**src/rtl/hack_seq_pkg.sv**
```systemverilog
// Purpose: shared types and constants for the Hack boot sequencer.
// Latency: n/a (declarations only).
// Backpressure: n/a.
package hack_seq_pkg;

    localparam int STATE_W = 4;

    typedef enum logic [STATE_W-1:0] {
        S_IDLE,
        S_LEN_HI,
        S_LEN_LO,
        S_DATA_HI,
        S_DATA_LO,
        S_BOOT,
        S_PAUSE,
        S_RUN,
        S_STEP,
        S_DONE
    } state_t;

    // "(END) @END; 0;JMP" occupies two consecutive ROM words.
    localparam logic [15:0] LOOP_STEP = 16'd1;

endpackage

```
**src/rtl/hack_loop_detect.sv**
```systemverilog
// Purpose: detects the Hack end-of-program tight loop from the CPU's pc stream.
// Latency: hit is combinational on the enabled cycle that completes HALT_CNT iterations.
// Backpressure: none; samples pc only on cycles where en is high.
//
// Ports: clk/reset (sync, active-high), clear (wipe history and count),
//        en (CPU executed this cycle), pc (CPU program counter), hit (halt found).
module hack_loop_detect
    import hack_seq_pkg::*;
#(
    parameter int ROM_AW   = 15,
    parameter int HALT_CNT = 8
) (
    input  logic        clk,
    input  logic        reset,
    input  logic        clear,
    input  logic        en,
    input  logic [15:0] pc,
    output logic        hit
);

    localparam int CNT_W = $clog2(HALT_CNT + 1);
    localparam logic [ROM_AW-1:0] STEP = LOOP_STEP[ROM_AW-1:0];

    logic [ROM_AW-1:0] pc_cur;
    logic [ROM_AW-1:0] pc_d1;
    logic [ROM_AW-1:0] pc_d2;
    logic [1:0]        hist_vld;
    logic [CNT_W-1:0]  match_cnt;
    logic              alt;
    logic              at_top;
    logic              at_jmp;
    logic              unused_pc;

    assign pc_cur    = pc[ROM_AW-1:0];
    assign unused_pc = ^(pc >> ROM_AW);

    // The loop alternates between END and END+1. Landing back on END
    // (coming from END+1) counts one iteration; the JMP half of the loop
    // keeps the count, anything else breaks the pattern and clears it.
    always_comb begin
        alt    = hist_vld[1] && (pc_cur == pc_d2);
        at_top = alt && (pc_d1 == pc_cur + STEP);
        at_jmp = alt && (pc_cur == pc_d1 + STEP);
        hit    = en && at_top && (match_cnt == CNT_W'(HALT_CNT - 1));
    end

    always_ff @(posedge clk) begin
        if (reset || clear) begin
            pc_d1     <= '0;
            pc_d2     <= '0;
            hist_vld  <= '0;
            match_cnt <= '0;
        end else if (en) begin
            pc_d1    <= pc_cur;
            pc_d2    <= pc_d1;
            hist_vld <= {hist_vld[0], 1'b1};
            if (at_top) begin
                if (match_cnt != CNT_W'(HALT_CNT))
                    match_cnt <= match_cnt + CNT_W'(1);
            end else if (!at_jmp) begin
                match_cnt <= '0;
            end
        end
    end

endmodule

```
**src/rtl/hack_boot_sequencer.sv**
```systemverilog
// Purpose: owns the Hack CPU lifecycle: byte-stream ROM load, boot reset, run/step/pause, halt parking.
// Latency: ROM write is registered one cycle after the low data byte handshake.
// Backpressure: load_ready high only in the load states; load_valid low simply stalls.
//
// Ports: clk/reset (sync, active-high); load_start/load_valid/load_data/load_ready (loader);
//        cmd_run/cmd_step/cmd_pause (execution control); pc (CPU program counter);
//        rom_we/rom_addr/rom_wdata (ROM write port); cpu_reset, cpu_en, halted, busy_load (status).
module hack_boot_sequencer
    import hack_seq_pkg::*;
#(
    parameter int ROM_AW      = 15,
    parameter int BOOT_CYCLES = 4,
    parameter int HALT_CNT    = 8
) (
    input  logic              clk,
    input  logic              reset,
    input  logic              load_start,
    input  logic              load_valid,
    input  logic [7:0]        load_data,
    output logic              load_ready,
    input  logic              cmd_run,
    input  logic              cmd_step,
    input  logic              cmd_pause,
    input  logic [15:0]       pc,
    output logic              rom_we,
    output logic [ROM_AW-1:0] rom_addr,
    output logic [15:0]       rom_wdata,
    output logic              cpu_reset,
    output logic              cpu_en,
    output logic              halted,
    output logic              busy_load
);

    localparam int BOOT_W = $clog2(BOOT_CYCLES + 1);

    state_t            state;
    state_t            state_n;
    logic [7:0]        len_hi;
    logic [7:0]        hi_byte;
    logic [15:0]       nwords;
    logic [15:0]       widx;
    logic [BOOT_W-1:0] boot_cnt;
    logic              hs;
    logic              in_range;
    logic              det_clear;
    logic              det_hit;

    assign hs       = load_valid && load_ready;
    // Words past the end of the ROM are consumed but never written (no wrap).
    assign in_range = ((widx >> ROM_AW) == 16'd0);

    // Status outputs are pure state decodes.
    always_comb begin
        busy_load  = (state == S_LEN_HI) || (state == S_LEN_LO) ||
                     (state == S_DATA_HI) || (state == S_DATA_LO);
        load_ready = busy_load;
        cpu_en     = (state == S_RUN) || (state == S_STEP);
        cpu_reset  = !((state == S_PAUSE) || (state == S_RUN) ||
                       (state == S_STEP) || (state == S_DONE));
        halted     = (state == S_DONE);
    end

    always_comb begin
        state_n = state;
        case (state)
            S_IDLE:    if (load_start) state_n = S_LEN_HI;
            S_LEN_HI:  if (hs) state_n = S_LEN_LO;
            S_LEN_LO:  if (hs) state_n = ({len_hi, load_data} == 16'd0) ? S_BOOT : S_DATA_HI;
            S_DATA_HI: if (hs) state_n = S_DATA_LO;
            S_DATA_LO: if (hs) state_n = (widx == nwords - 16'd1) ? S_BOOT : S_DATA_HI;
            S_BOOT:    if (boot_cnt == BOOT_W'(BOOT_CYCLES - 1)) state_n = S_PAUSE;
            S_PAUSE: begin
                // A new load outranks any execution command; run outranks step.
                if (load_start)    state_n = S_LEN_HI;
                else if (cmd_run)  state_n = S_RUN;
                else if (cmd_step) state_n = S_STEP;
            end
            S_RUN: begin
                if (det_hit)        state_n = S_DONE;
                else if (cmd_pause) state_n = S_PAUSE;
            end
            S_STEP:    state_n = det_hit ? S_DONE : S_PAUSE;
            S_DONE:    if (load_start) state_n = S_LEN_HI;
            default:   state_n = S_IDLE;
        endcase
    end

    // Every fresh program starts with a clean loop history.
    assign det_clear = (state_n == S_BOOT) && (state != S_BOOT);

    hack_loop_detect #(
        .ROM_AW   (ROM_AW),
        .HALT_CNT (HALT_CNT)
    ) u_loop_detect (
        .clk   (clk),
        .reset (reset),
        .clear (det_clear),
        .en    (cpu_en),
        .pc    (pc),
        .hit   (det_hit)
    );

    always_ff @(posedge clk) begin
        if (reset) begin
            state     <= S_IDLE;
            len_hi    <= '0;
            hi_byte   <= '0;
            nwords    <= '0;
            widx      <= '0;
            boot_cnt  <= '0;
            rom_we    <= 1'b0;
            rom_addr  <= '0;
            rom_wdata <= '0;
        end else begin
            state  <= state_n;
            rom_we <= 1'b0;

            if ((state_n == S_LEN_HI) && (state != S_LEN_HI)) begin
                rom_addr <= '0;
                widx     <= '0;
            end

            if (hs) begin
                case (state)
                    S_LEN_HI:  len_hi  <= load_data;
                    S_LEN_LO:  nwords  <= {len_hi, load_data};
                    S_DATA_HI: hi_byte <= load_data;
                    S_DATA_LO: begin
                        rom_we <= in_range;
                        if (in_range) begin
                            rom_addr  <= widx[ROM_AW-1:0];
                            rom_wdata <= {hi_byte, load_data};
                        end
                        widx <= widx + 16'd1;
                    end
                    default: ;
                endcase
            end

            boot_cnt <= (state == S_BOOT) ? boot_cnt + BOOT_W'(1) : '0;
        end
    end

endmodule

```
**config.mk**
```make
export PLATFORM = sky130hd
export DESIGN_NAME = hack_boot_sequencer
export DESIGN_NICKNAME = d
export VERILOG_FILES = /design/src/rtl/hack_seq_pkg.sv /design/src/rtl/hack_loop_detect.sv /design/src/rtl/hack_boot_sequencer.sv
export SDC_FILE = /design/constraint.sdc
export NUM_CORES = 1
export LEC_CHECK = 0
export CELL_PAD_IN_SITES_DETAIL_PLACEMENT = 0
export CELL_PAD_IN_SITES_GLOBAL_PLACEMENT = 1
export CORE_MARGIN = 4
export CORE_UTILIZATION = 47
export DETAILED_ROUTE_END_ITERATION = 10
export HOLD_SLACK_MARGIN = 0.12
export PLACE_DENSITY = 0.95
export SETUP_SLACK_MARGIN = 0.5
export SLEW_MARGIN = 15
export SYNTH_ARGS = -nofsm -noshare
export SYNTH_HDL_FRONTEND = slang
export SYNTH_SLANG_ARGS = --single-unit
```
**constraint.sdc**
```tcl
create_clock -name clk -period 6.99 [get_ports clk]
set_clock_uncertainty 0.2 [all_clocks]
set_input_delay 1.398 -clock clk [delete_from_list [all_inputs] [get_ports clk]]
set_output_delay 1.398 -clock clk [all_outputs]
set_load 0.05 [all_outputs]
```
==> results of run 1 <==
-- critical path, stage by stage --
cell                              delay [ns]
sky130_fd_sc_hd__clkdlybuf4s50_1        0.76
sky130_fd_sc_hd__nand4_1                0.26
sky130_fd_sc_hd__nor4_1                 0.45
sky130_fd_sc_hd__xor2_1                 0.10
sky130_fd_sc_hd__or3_1                  0.36
sky130_fd_sc_hd__a31oi_4                0.33
sky130_fd_sc_hd__a21oi_1                0.11
sky130_fd_sc_hd__or3_1                  0.73
sky130_fd_sc_hd__buf_4                  0.40
sky130_fd_sc_hd__a221oi_2               0.29
-- power by group through the flow --
stage	logic, µW	registers (µW)	clock network, µW
final	206	721	915
after global placement	205	736	0
after detailed placement	206	736	0
after global routing	226	722	969
after floorplan	157	728	0
after CTS	207	720	933
-- flip-flops by register name, indices dropped and copies added, names as in the netlist --
signal	cells
nwords	16
rom_wdata	16
widx	16
rom_addr	15
u_loop_detect.pc_d1	15
u_loop_detect.pc_d2	15
hi_byte	8
len_hi	8
state	4
u_loop_detect.match_cnt	4
boot_cnt	3
u_loop_detect.hist_vld	2
rom_we	1
-- through the flow --
stage | cell area [µm²] | setup WS [ns] | utilization (%) | instances | power, µW
2_1_floorplan | 7030 | 2.956 | - | 871 | 885.0
6_report | 8317 | 1.893 | 57.01 | 1097 | 1842
3_3_place_gp | 7704 | 1.601 | 52.80 | 1065 | 940.5
3_5_place_dp | 7704 | 1.522 | 52.80 | 1065 | 941.5
4_1_cts | 8317 | 1.949 | 57.01 | 1097 | 1860
5_1_grt | 8317 | 1.723 | 57.01 | 1097 | 1916
-- placed cells by master, fill, tap and decap left out, drive strengths merged, types with 4 or more instances in the layout --
cell,instances
a211oi,8
a21o,6
a21oi,60
a221oi,32
a22o,16
a31oi,11
and2,5
and3,15
buf,10
clkbuf,18
clkdlybuf4s50,65
dfxtp,123
ha,8
inv,20
mux2,4
mux2i,24
nand2,171
nand2b,11
nand3,23
nand3b,4
nand4,9
nor2,66
nor2b,6
nor3,17
nor4,19
nor4b,4
o211ai,4
o21ai,31
or3,12
or4,4
xnor2,28
xor2,36
-- cells by family (layout without fill, tap and decap cells) --
group	after synthesis	in the layout	share of synthesized area (%)
flops	123	123	35.02
fa+ha+maj	8	8	1.424
buf+inv	78	120	5.019
simple gates	375	375	25.16
xor+xnor	64	64	7.973
mux	28	28	4.058
compound gates	195	195	21.34
-- how the worst min path moves through the flow --
stage,from,to,cells past startpoint
CTS,boot_cnt[0],boot_cnt[0],1
detailed placement,hi_byte[2],rom_wdata[10],2
global placement,boot_cnt[0],boot_cnt[0],1
floorplan,boot_cnt[0],boot_cnt[0],1
global route,boot_cnt[0],boot_cnt[0],1
finish,boot_cnt[0],boot_cnt[0],1
-- layout make-up --
| class | count | area (µm²) | share of cell area (%) |
|---|---|---|---|
| Inverter | 13 | 48.80 | 0.5867 |
| Sequential cell | 123 | 2462 | 29.61 |
| Multi-Input combinational cell | 670 | 4237 | 50.94 |
| Clock inverter | 14 | 183.9 | 2.212 |
| Clock buffer | 18 | 429.2 | 5.160 |
| Timing Repair Buffer | 75 | 725.7 | 8.726 |
| Tap cell | 184 | 230.2 | 2.768 |
-- per-layer routing --
| layer | global-route usage [%] | vias to the layer above | wire (µm) |
|---|---|---|---|
| met5 | 0 | - | 0 |
| met4 | 5.073 | 0 | 196 |
| met3 | 4.421 | 13 | 685 |
| met2 | 36.33 | 117 | 8552 |
| met1 | 26.62 | 3001 | 7853 |
| li1 | - | 3162 | - |
==> metrics.md, run 1 <==
| Metric | Value |
|---|---|
| Static Leak | 0.002880 µW |
| Maximum Capacitance Violations | 0 |
| Final-layout setup total negative slack | 0 ns |
| Antenna Violating Nets Remaining | 0 |
| Count of flip-flops with a built-in enable after synthesis | 0 |
| Fin Hold WS | 0.2393 ns |
| Number of nets in the layout | 939 |
| Worst reg2reg startpoint | nwords[0] |
| Number of clock buffers inserted by TritonCTS | 17 |
| Clock tree from TritonCTS | done |
| Most common cell in the synthesized netlist | sky130_fd_sc_hd__nand2_1 |
| Worst hold-check path type | reg -> reg |
| Post-synthesis sequential element count | 123 |
| Mean area per synthesized cell | 8.072 µm² |
| Async SR Flop Fraction | 0% |
| Net switching power figure | 488.8 µW |
| Clk Latency, worst-skew pair | 0.41 ns |
| Total Routing Usage GR | 20.95% |
| Max-slew headroom at the worst pin | 30.59% |
| Cell type contributing the most total cell area after synthesis | sky130_fd_sc_hd__dfxtp_1 |
| CTS clock-pin slew for the worst setup and hold paths | 0.06 ns |
| Via count of the first global-routing pass | 5967 |
| Capturing point of the worst reg2reg path | u_loop_detect.pc_d1[7] |
| Post-synthesis instance total | 871 |
| Die X-Extent | 130.3 µm |
| Layout filler cell count | 1333 |
| Cell types occupying the most area after synthesis | sky130_fd_sc_hd__dfxtp_1 (35%), sky130_fd_sc_hd__nand2_1 (9.1%), sky130_fd_sc_hd__a221oi_2 (5.1%), sky130_fd_sc_hd__xor2_1 (4.5%), sky130_fd_sc_hd__a21oi_1 (4.3%) |
| Post-CTS setup buffer count | 0 |
| Maximum buffer depth of the clock tree | 2 |
| Yosys warns | 0 |
| Startpoint Class | input pin |
| Setup repair after global routing missed its margin | false |
| CP required | 7.11 ns |
| Post-detailed-route wirelength per cell | 15.76 µm |
| Rows | 44 |
| Aggregate global routing overflow | 0 |
| Relative contribution of combinational cells to total power | 11.2% |
| Synth cell count leaders | sky130_fd_sc_hd__nand2_1 (171), sky130_fd_sc_hd__dfxtp_1 (123), sky130_fd_sc_hd__nor2_1 (66) |
| CP arrival | 5.21 ns |
| Detailed-route DRC error count | 0 |
| Maximum operating frequency | 196.2 MHz |
| Area growth from synthesis to layout | 18.30% |
| Fin. Hold Viols | 0 |
| Largest net degree at the start of global routing | 51 |
| Core region area | 0.01459 mm² |
| Capture point of the worst path | u_loop_detect.pc_d1[7] |
| Total of buffers placed on input and output ports | 66 |
| Clock root buffer master | sky130_fd_sc_hd__clkbuf_16 |
| GPL Wtd Cong | 0.8918 |
| Depth of the CTS H-tree | 4 |
| Net count after synthesis | 910 |
| Sequential-to-total area share from yosys stat | 35.02% |
| Slew at the pin closest to its max-slew limit | 1.037 ns |
| Count of pins over their slew limit | 0 |
| Ratio of total power to cell area | 221.5 mW/mm² |
| Ratio of cells with drive above 1 in the final layout | 9.200% |
| Via count | 6293 |
| Number of top-level pins | 68 |
| Top-area cell type share of the netlist area | 35.02% |
| Length of the first detailed-routing pass in iterations | 4 |
| Critical path endpoint category | flop |
| Hold buffers post-CTS | 0 |
| Switching share of total power | 26.53% |
| Status | completed |
| Worst vdd ir | 0.2329 mV |
| Period utilisation layout | 72.91% |
| Number of cells traversed by the worst register-to-register path | 11 |
| Via density | 5.737 |
| Number of antenna violations at the first check in global routing | 0 |
| Number of distinct standard cells referenced by the synthesized netlist | 65 |
| Internal power summed over all cells | 1353 µW |
| Maximum fanout along the worst path | 19 |
| Antenna diodes | 0 |
| Final setup violating endpoints | 0 |
| Kind of critical path | in -> reg |
| Post-synthesis instance area | 0.007030 mm² |
| Number of clock sinks seen by CTS | 123 |
| Top flip-flop cell by instance count after synthesis | sky130_fd_sc_hd__dfxtp_1 |
| Chip height | 130.3 µm |
| Min Clock Period, post-route | 5.097 ns |
| Sequential fraction of design power | 39.1% |
| Number of DRC markers after the initial detailed-route iteration | 414 |
| Resized cells post-CTS | 0 |
| Proportion of power drawn by the clock network | 49.7% |
| Post-Route WL | 17290 µm |
| Area of the die | 0.01698 mm² |
| CP startpoint | pc[7] |
| Initial core utilization | 48.19% |
| First-pass GRT wire length | 29180 µm |
| Estimated wirelength of the detail-placed design | 11810 µm |
| Reg2reg setup slack | 2.92 ns |
Power figures use the tool's default switching activity.
==> inputs of run 2 (changes only) <==
--- a/config.mk
+++ b/config.mk
@@ -8,10 +8,10 @@
 export CELL_PAD_IN_SITES_DETAIL_PLACEMENT = 0
 export CELL_PAD_IN_SITES_GLOBAL_PLACEMENT = 1
 export CORE_MARGIN = 4
-export CORE_UTILIZATION = 47
+export CORE_UTILIZATION = 39
 export DETAILED_ROUTE_END_ITERATION = 10
 export HOLD_SLACK_MARGIN = 0.12
-export PLACE_DENSITY = 0.95
+export PLACE_DENSITY = 0.87
 export SETUP_SLACK_MARGIN = 0.5
 export SLEW_MARGIN = 15
 export SYNTH_ARGS = -nofsm -noshare
==> constraint.sdc (replaced) <==
create_clock -name clk -period 4.5 [get_ports clk]
set_clock_uncertainty 0.2 [all_clocks]
set_input_delay 0.9 -clock clk [delete_from_list [all_inputs] [get_ports clk]]
set_output_delay 0.9 -clock clk [all_outputs]
set_load 0.05 [all_outputs]
==> run 2 against run 1 <==
Compared with the run above:
- sequential share of layout area fell by 0.93 points
- sequential cell count did not move
- worst hold slack got worse by 0.017 ns
- total power rose by 54%
- cell area rose by 3.2%
- via count increased by 1.9%
==> metrics.md, run 2 (same netlist as run 1, synthesis figures left out) <==
| Metric | Value |
|---|---|
| Clock tree from TritonCTS | done |
| Chip height | 142.3 µm (+9.2%) |
| Maximum Capacitance Violations | 0 (unchanged) |
| Number of nets in the layout | 960 (+2.2%) |
| Number of cells traversed by the worst register-to-register path | 11 (unchanged) |
| Hold buffers post-CTS | 0 (unchanged) |
| Largest net degree at the start of global routing | 53 (+3.9%) |
| Worst reg2reg startpoint | nwords[0] |
| Capturing point of the worst reg2reg path | u_loop_detect.pc_d1[3] |
| Fin Hold WS | 0.2220 ns (-0.01722 ns) |
| Number of clock sinks seen by CTS | 123 (unchanged) |
| Antenna diodes | 0 (unchanged) |
| Clk Latency, worst-skew pair | 0.42 ns (about the same) |
| Min Clock Period, post-route | 3.826 ns |
| Top layer reached by signal wires | met4 |
| Worst hold-check path type | reg -> reg |
| Fin. Hold Viols | 0 (unchanged) |
| Via count | 6413 (+1.9%) |
| Post-Route WL | 18090 µm (+4.7%) |
| Endpoint of the worst hold-timing path | boot_cnt[0] |
| Count of pins over their slew limit | 0 (unchanged) |
| Setup repair after global routing missed its margin | true |
| Clock root buffer master | sky130_fd_sc_hd__clkbuf_16 |
| Maximum operating frequency | 261.4 MHz |
| Ratio of total power to cell area | 331.3 mW/mm² (+50%) |
| Total of buffers placed on input and output ports | 66 (unchanged) |
| Largest registers | nwords x16, rom_wdata x16, widx x16 |
| Routed wire length on met2 | 8561 µm (+0.11%) |
| Estimated wirelength of the detail-placed design | 12710 µm (+7.6%) |
| Cell area reported after detailed placement | 0.007949 mm² (+3.2%) |
| Number of DRC markers after the initial detailed-route iteration | 445 (+7.5%) |
| Ratio of cells with drive above 1 in the final layout | 12.10% (+2.9 points) |
| Met1 layer wirelength in the final routing | 8546 µm (+8.8%) |
| Number of top-level pins | 68 (unchanged) |
| Rows | 48 (+9.1%) |
| Startpoint Class | input pin |
| Via density | 5.533 (-3.5%) |
| Max-slew headroom at the worst pin | 47.10% (+17 points) |
| Initial core utilization | 40.23% (-8.0 points) |
| Count of cells along the worst hold path | 1 (unchanged) |
| Met3 wire length | 662 µm (-3.4%) |
| Worst setup slack before clock tree synthesis | 0.1040 ns (-1.418 ns) |
| Length of the first detailed-routing pass in iterations | 5 (+1) |
| Number of clock buffers inserted by TritonCTS | 17 (unchanged) |
| GPL Wtd Cong | 0.8571 (-3.9%) |
| Final-layout setup total negative slack | 0 ns (unchanged) |
| Total power of the final layout | 2844 µW (+54%) |
| Top library cells by usage in the layout, fill and taps aside | sky130_fd_sc_hd__nand2_1 (171), sky130_fd_sc_hd__dfxtp_1 (123), sky130_fd_sc_hd__nor2_1 (65) |
| First-pass GRT wire length | 30720 µm (+5.3%) |
| Worst vdd ir | 0.2939 mV (+26%) |
| Depth of the CTS H-tree | 4 (unchanged) |
| Worst hold path startpoint | boot_cnt[0] |
| Post-detailed-route wirelength per cell | 15.61 µm (-0.95%) |
| Area of the die | 0.02024 mm² (+19%) |
| Antenna Violating Nets Remaining | 0 (unchanged) |
| Static Leak | 0.003006 µW (+4.4%) |
| CTS clock-pin slew for the worst setup and hold paths | 0.06 ns (about the same) |
| Via count of the first global-routing pass | 6126 (+2.7%) |
| CP required | 4.61 ns (-2.50 ns) |
| Maximum buffer depth of the clock tree | 2 (unchanged) |
| CP arrival | 3.94 ns (-1.27 ns) |
| Final setup violating endpoints | 0 (unchanged) |
| Design Area, Final | 0.008586 mm² (+3.2%) |
| Aggregate global routing overflow | 0 (unchanged) |
| Critical path endpoint category | flop |
| Area growth from synthesis to layout | 22.12% |
| Core region area | 0.01748 mm² (+20%) |
| Die X-Extent | 142.3 µm (+9.2%) |
| Slew at the pin closest to its max-slew limit | 0.7935 ns (-0.2439 ns) |
| Detailed-route DRC error count | 0 (unchanged) |
| Kind of critical path | in -> reg |
| Status | completed |
| Number of antenna violations at the first check in global routing | 0 (unchanged) |
| Most common cell after layout, fill and taps aside | sky130_fd_sc_hd__nand2_1 |
| Total Routing Usage GR | 18.49% (-2.5 points) |
| Period utilisation layout | 85.01% |
| Fin worst setup slack | 0.6743 ns (-1.219 ns) |
| Maximum fanout along the worst path | 11 (-8) |
| Reg2reg setup slack | 0.97 ns (-1.95 ns) |
==> run 2: changes by cell type in the layout (fill, tap and decap cells not counted), moves of 2 or more <==
cell                              previous run  this run
sky130_fd_sc_hd__buf_12                      0         3
sky130_fd_sc_hd__buf_4                      10        29
sky130_fd_sc_hd__clkdlybuf4s50_1            65        62
sky130_fd_sc_hd__dlymetal6s2s_1              0         2
sky130_fd_sc_hd__nor4_1                     16        13
sky130_fd_sc_hd__nor4_2                      2         5
==> run 2: per-stage QoR <==
step | utilization (%) | cells
final | 49.13 | 1159
after global routing | 49.13 | 1159
after CTS | 48.91 | 1159
after detailed placement | 45.48 | 1127
after global placement | 45.48 | 1127
after floorplan | - | 871
==> run 2: timing repair <==
item	CTS	global route
setup buffers	0	0
endpoints found under the setup margin	0	52
resized for setup	0	8
==> run 2: cell type report <==
type | instances | area, µm²
fill | 1702 | 8891
multi-input combinational | 670 | 4270
sequential | 123 | 2462
timing repair buffer | 96 | 923.4
clock buffer | 19 | 442.9
tap | 225 | 281.5
clock inverter | 13 | 156.4
inverter | 13 | 48.80
==> run 2: worst max-delay path by stage <==
stage | cells past startpoint | slack, ns | start | end
floorplan | 11 | 0.96 | pc[8] | u_loop_detect.hist_vld[1]
global placement | 9 | 0.14 | load_data[2] | rom_addr[0]
detailed placement | 10 | 0.10 | pc[7] | u_loop_detect.pc_d1[0]
CTS | 10 | 0.53 | pc[7] | u_loop_detect.pc_d1[3]
global route | 11 | 0.45 | pc[9] | u_loop_detect.pc_d1[0]
finish | 11 | 0.67 | pc[9] | u_loop_detect.pc_d1[3]
==> run 2: power breakdown <==
group          internal, µW  switching (µW)  total (µW)
Sequential             1100            19.7        1120
Clock                   844             531        1380
Combinational           136             213         349
==> run 2: critical path, cell delays in order <==
cell and delay (ns):
sky130_fd_sc_hd__clkdlybuf4s50_1 0.54, sky130_fd_sc_hd__xor2_1 0.25, sky130_fd_sc_hd__nor4_2 0.28, sky130_fd_sc_hd__nand3_1 0.15, sky130_fd_sc_hd__nor4_2 0.29, sky130_fd_sc_hd__nor4bb_2 0.25
sky130_fd_sc_hd__buf_4 0.21, sky130_fd_sc_hd__a21oi_1 0.06, sky130_fd_sc_hd__or3_2 0.50, sky130_fd_sc_hd__buf_4 0.22, sky130_fd_sc_hd__a221oi_1 0.28
==> run 2: layer usage <==
| layer | vias up | track usage, % |
|---|---|---|
| li1 | 3219 | - |
| met1 | 3033 | 24.80 |
| met4 | 0 | 6.515 |
| met2 | 137 | 29.99 |
| met3 | 24 | 3.226 |
| met5 | - | 0 |
